[config.mk]
export PLATFORM = sky130hd
export DESIGN_NAME = alu_exec_flat
export DESIGN_NICKNAME = d
export VERILOG_FILES = /design/src/rtl/alu_exec_if.sv /design/src/rtl/alu_exec.sv /design/src/flat_wrapper.sv
export SDC_FILE = /design/constraint.sdc
export NUM_CORES = 1
export LEC_CHECK = 0
export CAP_MARGIN = 20
export CORE_AREA = 2 2 241 243
export DETAILED_ROUTE_END_ITERATION = 8
export DIE_AREA = 0 0 243 245
export HOLD_SLACK_MARGIN = 0.02
export PLACE_DENSITY = 0.63
export SLEW_MARGIN = 25
export SYNTH_ARGS = -nofsm -noshare
export SYNTH_HDL_FRONTEND = slang
export SYNTH_SLANG_ARGS = --single-unit
[constraint.sdc]
create_clock -name clk -period 4.2 [get_ports clk]
set_input_delay 1.05 -clock clk [delete_from_list [all_inputs] [get_ports clk]]
set_output_delay 1.05 -clock clk [all_outputs]
set_load 0.005 [all_outputs]
[src/rtl/alu_exec_if.sv]
// Request/response bundle between operand fetch and the execution-stage ALU.
// The requester drives operands and flush; the ALU returns busy, valid and results.
interface alu_exec_if #(parameter int WIDTH = 32);
  logic             valid_in;
  logic [4:0]       aluop;
  logic [WIDTH-1:0] a;
  logic [WIDTH-1:0] b;
  logic             flush;
  logic             busy;
  logic             valid_out;
  logic [WIDTH-1:0] result;
  logic [WIDTH-1:0] hi;
  logic             zero;
  logic             overflow;

  modport master (output valid_in, aluop, a, b, flush,
                  input  busy, valid_out, result, hi, zero, overflow);
  modport slave  (input  valid_in, aluop, a, b, flush,
                  output busy, valid_out, result, hi, zero, overflow);
endinterface

[src/rtl/alu_exec.sv]
// Execution-stage ALU: single-cycle logic/arith ops, plus iterative 32-step
// signed MUL (shift-add) and DIV (restoring) finished by a sign-fix cycle.
module alu_exec #(
  parameter int WIDTH = 32
) (
  input  logic        clk,
  input  logic        rst_n,
  alu_exec_if.slave   io
);
  localparam logic [4:0] ALUOP_ADD = 5'd0,  ALUOP_SUB = 5'd1,  ALUOP_AND = 5'd2;
  localparam logic [4:0] ALUOP_OR  = 5'd3,  ALUOP_XOR = 5'd4,  ALUOP_NOR = 5'd5;
  localparam logic [4:0] ALUOP_SLT = 5'd6,  ALUOP_SLL = 5'd7,  ALUOP_SRL = 5'd8;
  localparam logic [4:0] ALUOP_SRA = 5'd9,  ALUOP_LUI = 5'd10, ALUOP_MOV = 5'd11;
  localparam logic [4:0] ALUOP_BEQ = 5'd12, ALUOP_BNE = 5'd13, ALUOP_MUL = 5'd14;
  localparam logic [4:0] ALUOP_DIV = 5'd15;

  typedef enum logic [1:0] {S_IDLE, S_MUL, S_DIV, S_FIX} state_t;
  state_t state, state_nxt;

  logic [WIDTH-1:0] acc_hi, acc_lo, opnd;
  logic             neg_lo, neg_hi, op_div;
  logic [5:0]       cnt;
  logic [WIDTH-1:0] result_q, hi_q;
  logic             zero_q, ovf_q, vld_q, busy;

  logic accept, is_mul, is_div, last;
  assign accept = io.valid_in && !io.flush && (state == S_IDLE);
  assign is_mul = (io.aluop == ALUOP_MUL);
  assign is_div = (io.aluop == ALUOP_DIV) && (io.b != '0);
  assign last   = (cnt == 6'(WIDTH-1));

  // FSM: state register
  always_ff @(posedge clk or negedge rst_n)
    if (!rst_n) state <= S_IDLE;
    else        state <= state_nxt;

  // FSM: next state
  always_comb begin
    state_nxt = state;
    if (io.flush) state_nxt = S_IDLE;
    else case (state)
      S_IDLE: if (accept && is_mul)      state_nxt = S_MUL;
              else if (accept && is_div) state_nxt = S_DIV;
      S_MUL, S_DIV: if (last) state_nxt = S_FIX;
      default: state_nxt = S_IDLE;
    endcase
  end

  // FSM: outputs
  always_comb busy = (state != S_IDLE);

  // Single-cycle datapath
  logic [WIDTH-1:0] sum, dif, sc_res, a_abs, b_abs;
  logic             sc_ovf, sc_def, sc_zero;
  assign sum   = io.a + io.b;
  assign dif   = io.a - io.b;
  assign a_abs = io.a[WIDTH-1] ? -io.a : io.a;
  assign b_abs = io.b[WIDTH-1] ? -io.b : io.b;

  always_comb begin
    sc_res = '0;
    sc_ovf = 1'b0;
    sc_def = 1'b1;
    case (io.aluop)
      ALUOP_ADD: begin
        sc_res = sum;
        sc_ovf = (io.a[WIDTH-1] == io.b[WIDTH-1]) && (sum[WIDTH-1] != io.a[WIDTH-1]);
      end
      ALUOP_SUB: begin
        sc_res = dif;
        sc_ovf = (io.a[WIDTH-1] != io.b[WIDTH-1]) && (dif[WIDTH-1] != io.a[WIDTH-1]);
      end
      ALUOP_AND: sc_res = io.a & io.b;
      ALUOP_OR:  sc_res = io.a | io.b;
      ALUOP_XOR: sc_res = io.a ^ io.b;
      ALUOP_NOR: sc_res = ~(io.a | io.b);
      ALUOP_SLT: sc_res = {{(WIDTH-1){1'b0}}, $signed(io.a) < $signed(io.b)};
      ALUOP_SLL: sc_res = io.a << io.b[4:0];
      ALUOP_SRL: sc_res = io.a >> io.b[4:0];
      ALUOP_SRA: sc_res = $signed(io.a) >>> io.b[4:0];
      ALUOP_LUI: sc_res = {io.b[15:0], {(WIDTH-16){1'b0}}};
      ALUOP_MOV: sc_res = io.b;
      ALUOP_BEQ: sc_res = {{(WIDTH-1){1'b0}}, io.a == io.b};
      ALUOP_BNE: sc_res = {{(WIDTH-1){1'b0}}, io.a != io.b};
      ALUOP_DIV: sc_res = '1;  // only reaches here as divide-by-zero
      ALUOP_MUL: sc_res = '0;
      default:   sc_def = 1'b0;
    endcase
  end
  assign sc_zero = sc_def && (sc_res == '0);

  // Iteration step: acc_lo holds multiplier / shifting quotient, opnd the other operand
  logic [WIDTH:0]     mul_sum, r_sh, d_try;
  logic [2*WIDTH-1:0] prod, prod_f;
  logic [WIDTH-1:0]   quo_f, rem_f, fix_res, fix_hi;
  assign mul_sum = {1'b0, acc_hi} + (acc_lo[0] ? {1'b0, opnd} : {(WIDTH+1){1'b0}});
  assign r_sh    = {acc_hi, acc_lo[WIDTH-1]};
  assign d_try   = r_sh - {1'b0, opnd};
  assign prod    = {acc_hi, acc_lo};
  assign prod_f  = neg_lo ? -prod : prod;
  assign quo_f   = neg_lo ? -acc_lo : acc_lo;
  assign rem_f   = neg_hi ? -acc_hi : acc_hi;
  assign fix_res = op_div ? quo_f : prod_f[WIDTH-1:0];
  assign fix_hi  = op_div ? rem_f : prod_f[2*WIDTH-1:WIDTH];

  always_ff @(posedge clk or negedge rst_n) begin
    if (!rst_n) begin
      acc_hi <= '0; acc_lo <= '0; opnd <= '0;
      neg_lo <= 1'b0; neg_hi <= 1'b0; op_div <= 1'b0; cnt <= '0;
      result_q <= '0; hi_q <= '0; zero_q <= 1'b0; ovf_q <= 1'b0; vld_q <= 1'b0;
    end else begin
      vld_q <= 1'b0;
      if (io.flush) cnt <= '0;
      else case (state)
        S_IDLE: if (accept) begin
          cnt <= '0;
          if (is_mul) begin
            acc_hi <= '0; acc_lo <= b_abs; opnd <= a_abs;
            neg_lo <= io.a[WIDTH-1] ^ io.b[WIDTH-1]; op_div <= 1'b0;
          end else if (is_div) begin
            acc_hi <= '0; acc_lo <= a_abs; opnd <= b_abs;
            neg_lo <= io.a[WIDTH-1] ^ io.b[WIDTH-1]; neg_hi <= io.a[WIDTH-1];
            op_div <= 1'b1;
          end else begin
            result_q <= sc_res; zero_q <= sc_zero; ovf_q <= sc_ovf; vld_q <= 1'b1;
            if (io.aluop == ALUOP_DIV) hi_q <= io.a;
          end
        end
        S_MUL: begin
          acc_hi <= mul_sum[WIDTH:1];
          acc_lo <= {mul_sum[0], acc_lo[WIDTH-1:1]};
          cnt    <= cnt + 6'd1;
        end
        S_DIV: begin
          acc_hi <= d_try[WIDTH] ? r_sh[WIDTH-1:0] : d_try[WIDTH-1:0];
          acc_lo <= {acc_lo[WIDTH-2:0], ~d_try[WIDTH]};
          cnt    <= cnt + 6'd1;
        end
        default: begin
          result_q <= fix_res; hi_q <= fix_hi; zero_q <= (fix_res == '0);
          ovf_q <= 1'b0; vld_q <= 1'b1; cnt <= '0;
        end
      endcase
    end
  end

  assign io.busy      = busy;
  assign io.valid_out = vld_q;
  assign io.result    = result_q;
  assign io.hi        = hi_q;
  assign io.zero      = zero_q;
  assign io.overflow  = ovf_q;
endmodule

[src/flat_wrapper.sv]
// flat-port wrapper written by rule: the top's interface ports become plain ports
module alu_exec_flat 
#(
  parameter int WIDTH = 32
)
  (clk, rst_n, io_valid_in, io_aluop, io_a, io_b, io_flush, io_busy, io_valid_out, io_result, io_hi, io_zero, io_overflow);
  alu_exec_if #(.WIDTH(WIDTH)) io_i ();
  input  logic clk;
  input  logic rst_n;
  input wire logic [$bits(io_i.valid_in)-1:0] io_valid_in;
  input wire logic [$bits(io_i.aluop)-1:0] io_aluop;
  input wire logic [$bits(io_i.a)-1:0] io_a;
  input wire logic [$bits(io_i.b)-1:0] io_b;
  input wire logic [$bits(io_i.flush)-1:0] io_flush;
  output wire logic [$bits(io_i.busy)-1:0] io_busy;
  output wire logic [$bits(io_i.valid_out)-1:0] io_valid_out;
  output wire logic [$bits(io_i.result)-1:0] io_result;
  output wire logic [$bits(io_i.hi)-1:0] io_hi;
  output wire logic [$bits(io_i.zero)-1:0] io_zero;
  output wire logic [$bits(io_i.overflow)-1:0] io_overflow;
  assign io_i.valid_in = io_valid_in;
  assign io_i.aluop = io_aluop;
  assign io_i.a = io_a;
  assign io_i.b = io_b;
  assign io_i.flush = io_flush;
  assign io_busy = io_i.busy;
  assign io_valid_out = io_i.valid_out;
  assign io_result = io_i.result;
  assign io_hi = io_i.hi;
  assign io_zero = io_i.zero;
  assign io_overflow = io_i.overflow;
  alu_exec #(.WIDTH(WIDTH)) u_core (.clk(clk), .rst_n(rst_n), .io(io_i));
endmodule
==> summary.md <==
| Metric | Value |
|---|---|
| Reg-to-Reg Start | u_core.acc_lo[31] |
| Worst Hold End | u_core.opnd[1] |
| Cts bufs inserted | 17 |
| Max frequency | 0.235 GHz |
| Max-slew headroom at the worst pin | about 40% |
| CTS root buf | clkbuf_16 |
| Post-layout power | around 14 mW |
| Post-synth ARST share | 100% |
| Biggest cell delay along the critical path | roughly 400 ps |
| Count of max-cap constraint violations | 0 |
| Critical path's slowest cell | a221o_1 |
| RSZ-0062 raised after global routing | true |
| Initial cell density of the core | ~45% |
| Crit path buf inv count | 6 |
| Leakage power total | roughly 17 nW |
| Yosys synthesis warning count | 0 |
| Detailed-router iteration count before antenna repair | 7 |
| Via-to-Cell Ratio | between 6 and 7 |
| Combined flip-flop and latch cell area | roughly 0.0044 mm^2 |
| Setup skew after layout | approximately 11 ps |
| Die height | between 200 and 250 um |
| Wirelength per Cell | about 29 um |
| Number of placed I/O pins | between 100 and 150 |
| Mean instance size in the synthesized netlist | 7.52 um^2 |
| # setup viols final | 1 |
| Top fanout value on the critical path | 9 |
| Insertion delay to the later sink of the worst-skew pair | around 460 ps |
| Worst vdd ir | between 0.6 and 0.7 mV |
| DR iter-0 viols | 4280 |
| Number of DRC violations after detailed routing | 0 |
| CP cell instances | clkbuf_4 > inv_1 > ha_1 > buf_4 > nand4_1 > buf_4 > a21oi_2 > buf_6 > o41a_1 > a221o_1 > a2111oi_4 > buf_4 > and2_1 > nand4_1 > nor4_2 > nand4_1 > nand2_1 |
| Data arrival time of the critical path | roughly 4700 ps |
| Core Footprint | around 0.057 mm^2 |
| Antenna violations before repair | 5 |
| Launch point of the worst hold path | u_core.opnd[1] |
| Detailed-route via count | about 33000 |
| Placer Congestion | roughly 1.1 |
| Measured slew at the worst slew-check pin | 891 ps |
| Power density of the placed cells | 396 mW/mm^2 |
| Total routed wirelength | approximately 140 mm |
| Fin nets | ~4500 |
| Antenna viol nets, final | 0 |
| Area Overhead vs Synth | 43.8% |
| Largest net degree at the start of global routing | 78 |
| First-pass GRT wire length | roughly 210 mm |
| Global-route congestion overflow total | 0 |
| Filler Cell Count | 5001 |
| Total placed cells including tap cells | between 4000 and 5000 |
| Combined area of all synthesized cells | roughly 0.025 mm^2 |
| Core Rows | between 80 and 90 |
| CTS H-Tree Depth | 4 |
| Worst hold stages | 2 |
| Clock transition at path regs | about 70 ps |
| Post-synthesis net count | ~3600 |
| Hold violation total from the final report | 0 |
| Die W | between 200 and 250 um |
| Status | finished, violations left |
| Violations in the final reports | negative setup slack |
| Critical Setup Path Class | in2reg |
| Tot GR Track Use | roughly 46% |
| Final cell count without fillers | 5013 |
| Ratio of cells with drive above 1 in the final layout | 31.5% |
| Number of register bits inferred by synthesis | roughly 170 |
| Shortest clock period the worst path allows after layout | about 4300 ps |
| Multi-input combinational cell area | slightly above 0.02 mm^2 |
| Detailed-placement wirelength estimate | between 100 and 150 mm |
| Number of cells traversed by the worst register-to-register path | 17 |
| Antenna Diode Count | 0 |
| Cell count after synthesis | roughly 3400 |
| Clk buf depth | 2 |
| Final Cycle Share | 101% |
| Worst setup SP type | input port |
| Synth unique cells | 91 |
| Count of flip-flops with a built-in enable after synthesis | 0 |
| CP Data Required Time | approximately 4600 ps |
| Input/output buffers | 140 |
| RR Endpoint | u_core.acc_hi[9] |
| Top delay family on crit path | compound AO/OA/AOI/OAI gates |
| Clock tree from TritonCTS | done |
| Path class of the lowest-slack min-delay path | reg2reg |
| Main synth FF type | dfrtp_1 |
| Worst R2R Setup Slack | about 90 ps |
| Worst-case setup margin in the final layout | -60.3 ps |
| Total count of max-transition violations in the final report | 0 |
| Sinks on the clock net | roughly 170 |
| Nature of the critical path endpoint | flop |
| Sequential fraction of the synthesis area | between 15 and 20% |
| Die area | ~0.06 mm^2 |
| Vias in the first global route | roughly 32000 |
[cells by family after synthesis]
logic type | count (synthesis) | share of synthesized area (%)
buffers and inverters | 438 | 6.65
flip-flops | 174 | 17.1
adder cells (fa/ha/maj) | 191 | 9.51
AND/OR/NAND/NOR | 1032 | 19.2
XOR/XNOR | 185 | 6.37
multiplexers | 202 | 11.1
AO/OA/AOI/OAI | 1160 | 30.0
[what timing repair did]
item                       4_1_cts  5_1_grt
gates cloned                     0        2
resized for setup               93      234
setup endpoints to repair       56       56
pin swaps                       23       72
hold buffers                     0        0
buffers inserted                 5       34
[cells in the mapped netlist, drive strengths merged (15+ instances only)]
cell type	n	area (um^2)
nand3	61	305
o21ai	299	1500
o31ai	50	375
o22ai	24	150
nand2	335	1260
o41ai	17	149
or3	29	181
mux2i	95	951
inv	164	616
mux2	48	541
or2	17	106
clkbuf	221	831
ha	187	2340
nand2b	29	181
xor2	52	455
dfrtp	174	4350
nor3	69	345
nor4	36	231
a21o	51	383
a21oi	260	1300
nand4	32	200
and2	15	93.8
nor2	293	1100
o211ai	51	383
o21bai	23	173
o221ai	29	254
o21a	17	128
a211oi	36	270
and3	21	131
or4	26	206
nor2b	26	163
a22oi	66	495
a221o	27	270
mux4	59	1330
a31oi	28	175
xnor2	133	1160
buf	51	239
[power by group]
group,leakage [nW],switching [mW],internal [mW]
registers,2.26,0.581,2.25
logic,14.0,5.72,4.19
clock network,0.296,0.835,0.912
total,16.5,7.14,7.35
[layer usage]
metal  vias up  global-route usage, %  share of wire (%)
li1      14300                      -                  -
met1     15700                   55.9                 37
met2      2295                   70.9                 43
met3       598                   13.2                 11
met4         6                   34.1                8.6
met5         -                      0              0.029
[cell usage in the layout, fill, tap and decap left out, drive strengths merged, types with 61 or more instances in the layout]
cell and instances:
o21ai 299, xnor2 133, buf 970, nand2 335, inv 168, nor2 293
nand3 61, nor3 69, a22oi 66, ha 187, clkdlybuf4s50 85, mux2i 95
a21oi 260, dfrtp 174
[metrics by stage]
| step | setup TNS [ps] | hold WS (ps) | setup WS, ps | utilization (%) | area, um^2 |
|---|---|---|---|---|---|
| after floorplan | 0 | 450 | 7.07 | - | 25700 |
| after global placement | -50760 | 465 | -1080 | 60.0 | 34200 |
| after detailed placement | -58510 | 472 | -983 | 60.0 | 34200 |
| after CTS | -77.0 | 488 | -51.3 | 61.9 | 35300 |
| after global routing | -129 | 509 | -116 | 64.2 | 36600 |
| final | -60.3 | 488 | -60.3 | 64.2 | 36600 |
[sequential cells by signal, indices dropped and copies added (netlist names), 2 cells and up]
| signal | flops |
|---|---|
| u_core.acc_hi | 32 |
| u_core.acc_lo | 32 |
| u_core.cnt | 6 |
| u_core.io.hi | 32 |
| u_core.io.result | 32 |
| u_core.opnd | 32 |
| u_core.state | 2 |
[cell type report]
type	instances	area share, %
Multi-Input combinational cell	2770	56.7
Timing Repair Buffer	1106	25.3
Sequential cell	174	11.9
Tap cell	765	2.62
Inverter	166	1.75
Clock buffer	17	1.16
Clock inverter	15	0.554
[how the worst max path moves through the flow]
stage / start / endpoint / slack, ps / cells after the start
2_1_floorplan: io_b[3] / u_core.io.zero / 7 / 17
3_3_place_gp: io_a[7] / u_core.io.zero / -1080 / 15
3_5_place_dp: io_a[7] / u_core.io.zero / -980 / 15
4_1_cts: io_a[23] / u_core.io.zero / -50 / 17
5_1_grt: io_b[2] / u_core.io.zero / -120 / 17
6_report: io_b[2] / u_core.io.zero / -60 / 17
[worst register-to-register path, delay by kind of cell, from the launching register on]
kind | cells | cell delay (ps)
AOI/OAI and AO/OA | 7 | 1330
adders and majority gates | 2 | 510
buffers and inverters | 5 | 820
DFF | 1 | 360
muxes | 1 | 210
and+or+nand+nor | 2 | 750
No activity file was read; power rests on OpenSTA's default activity.
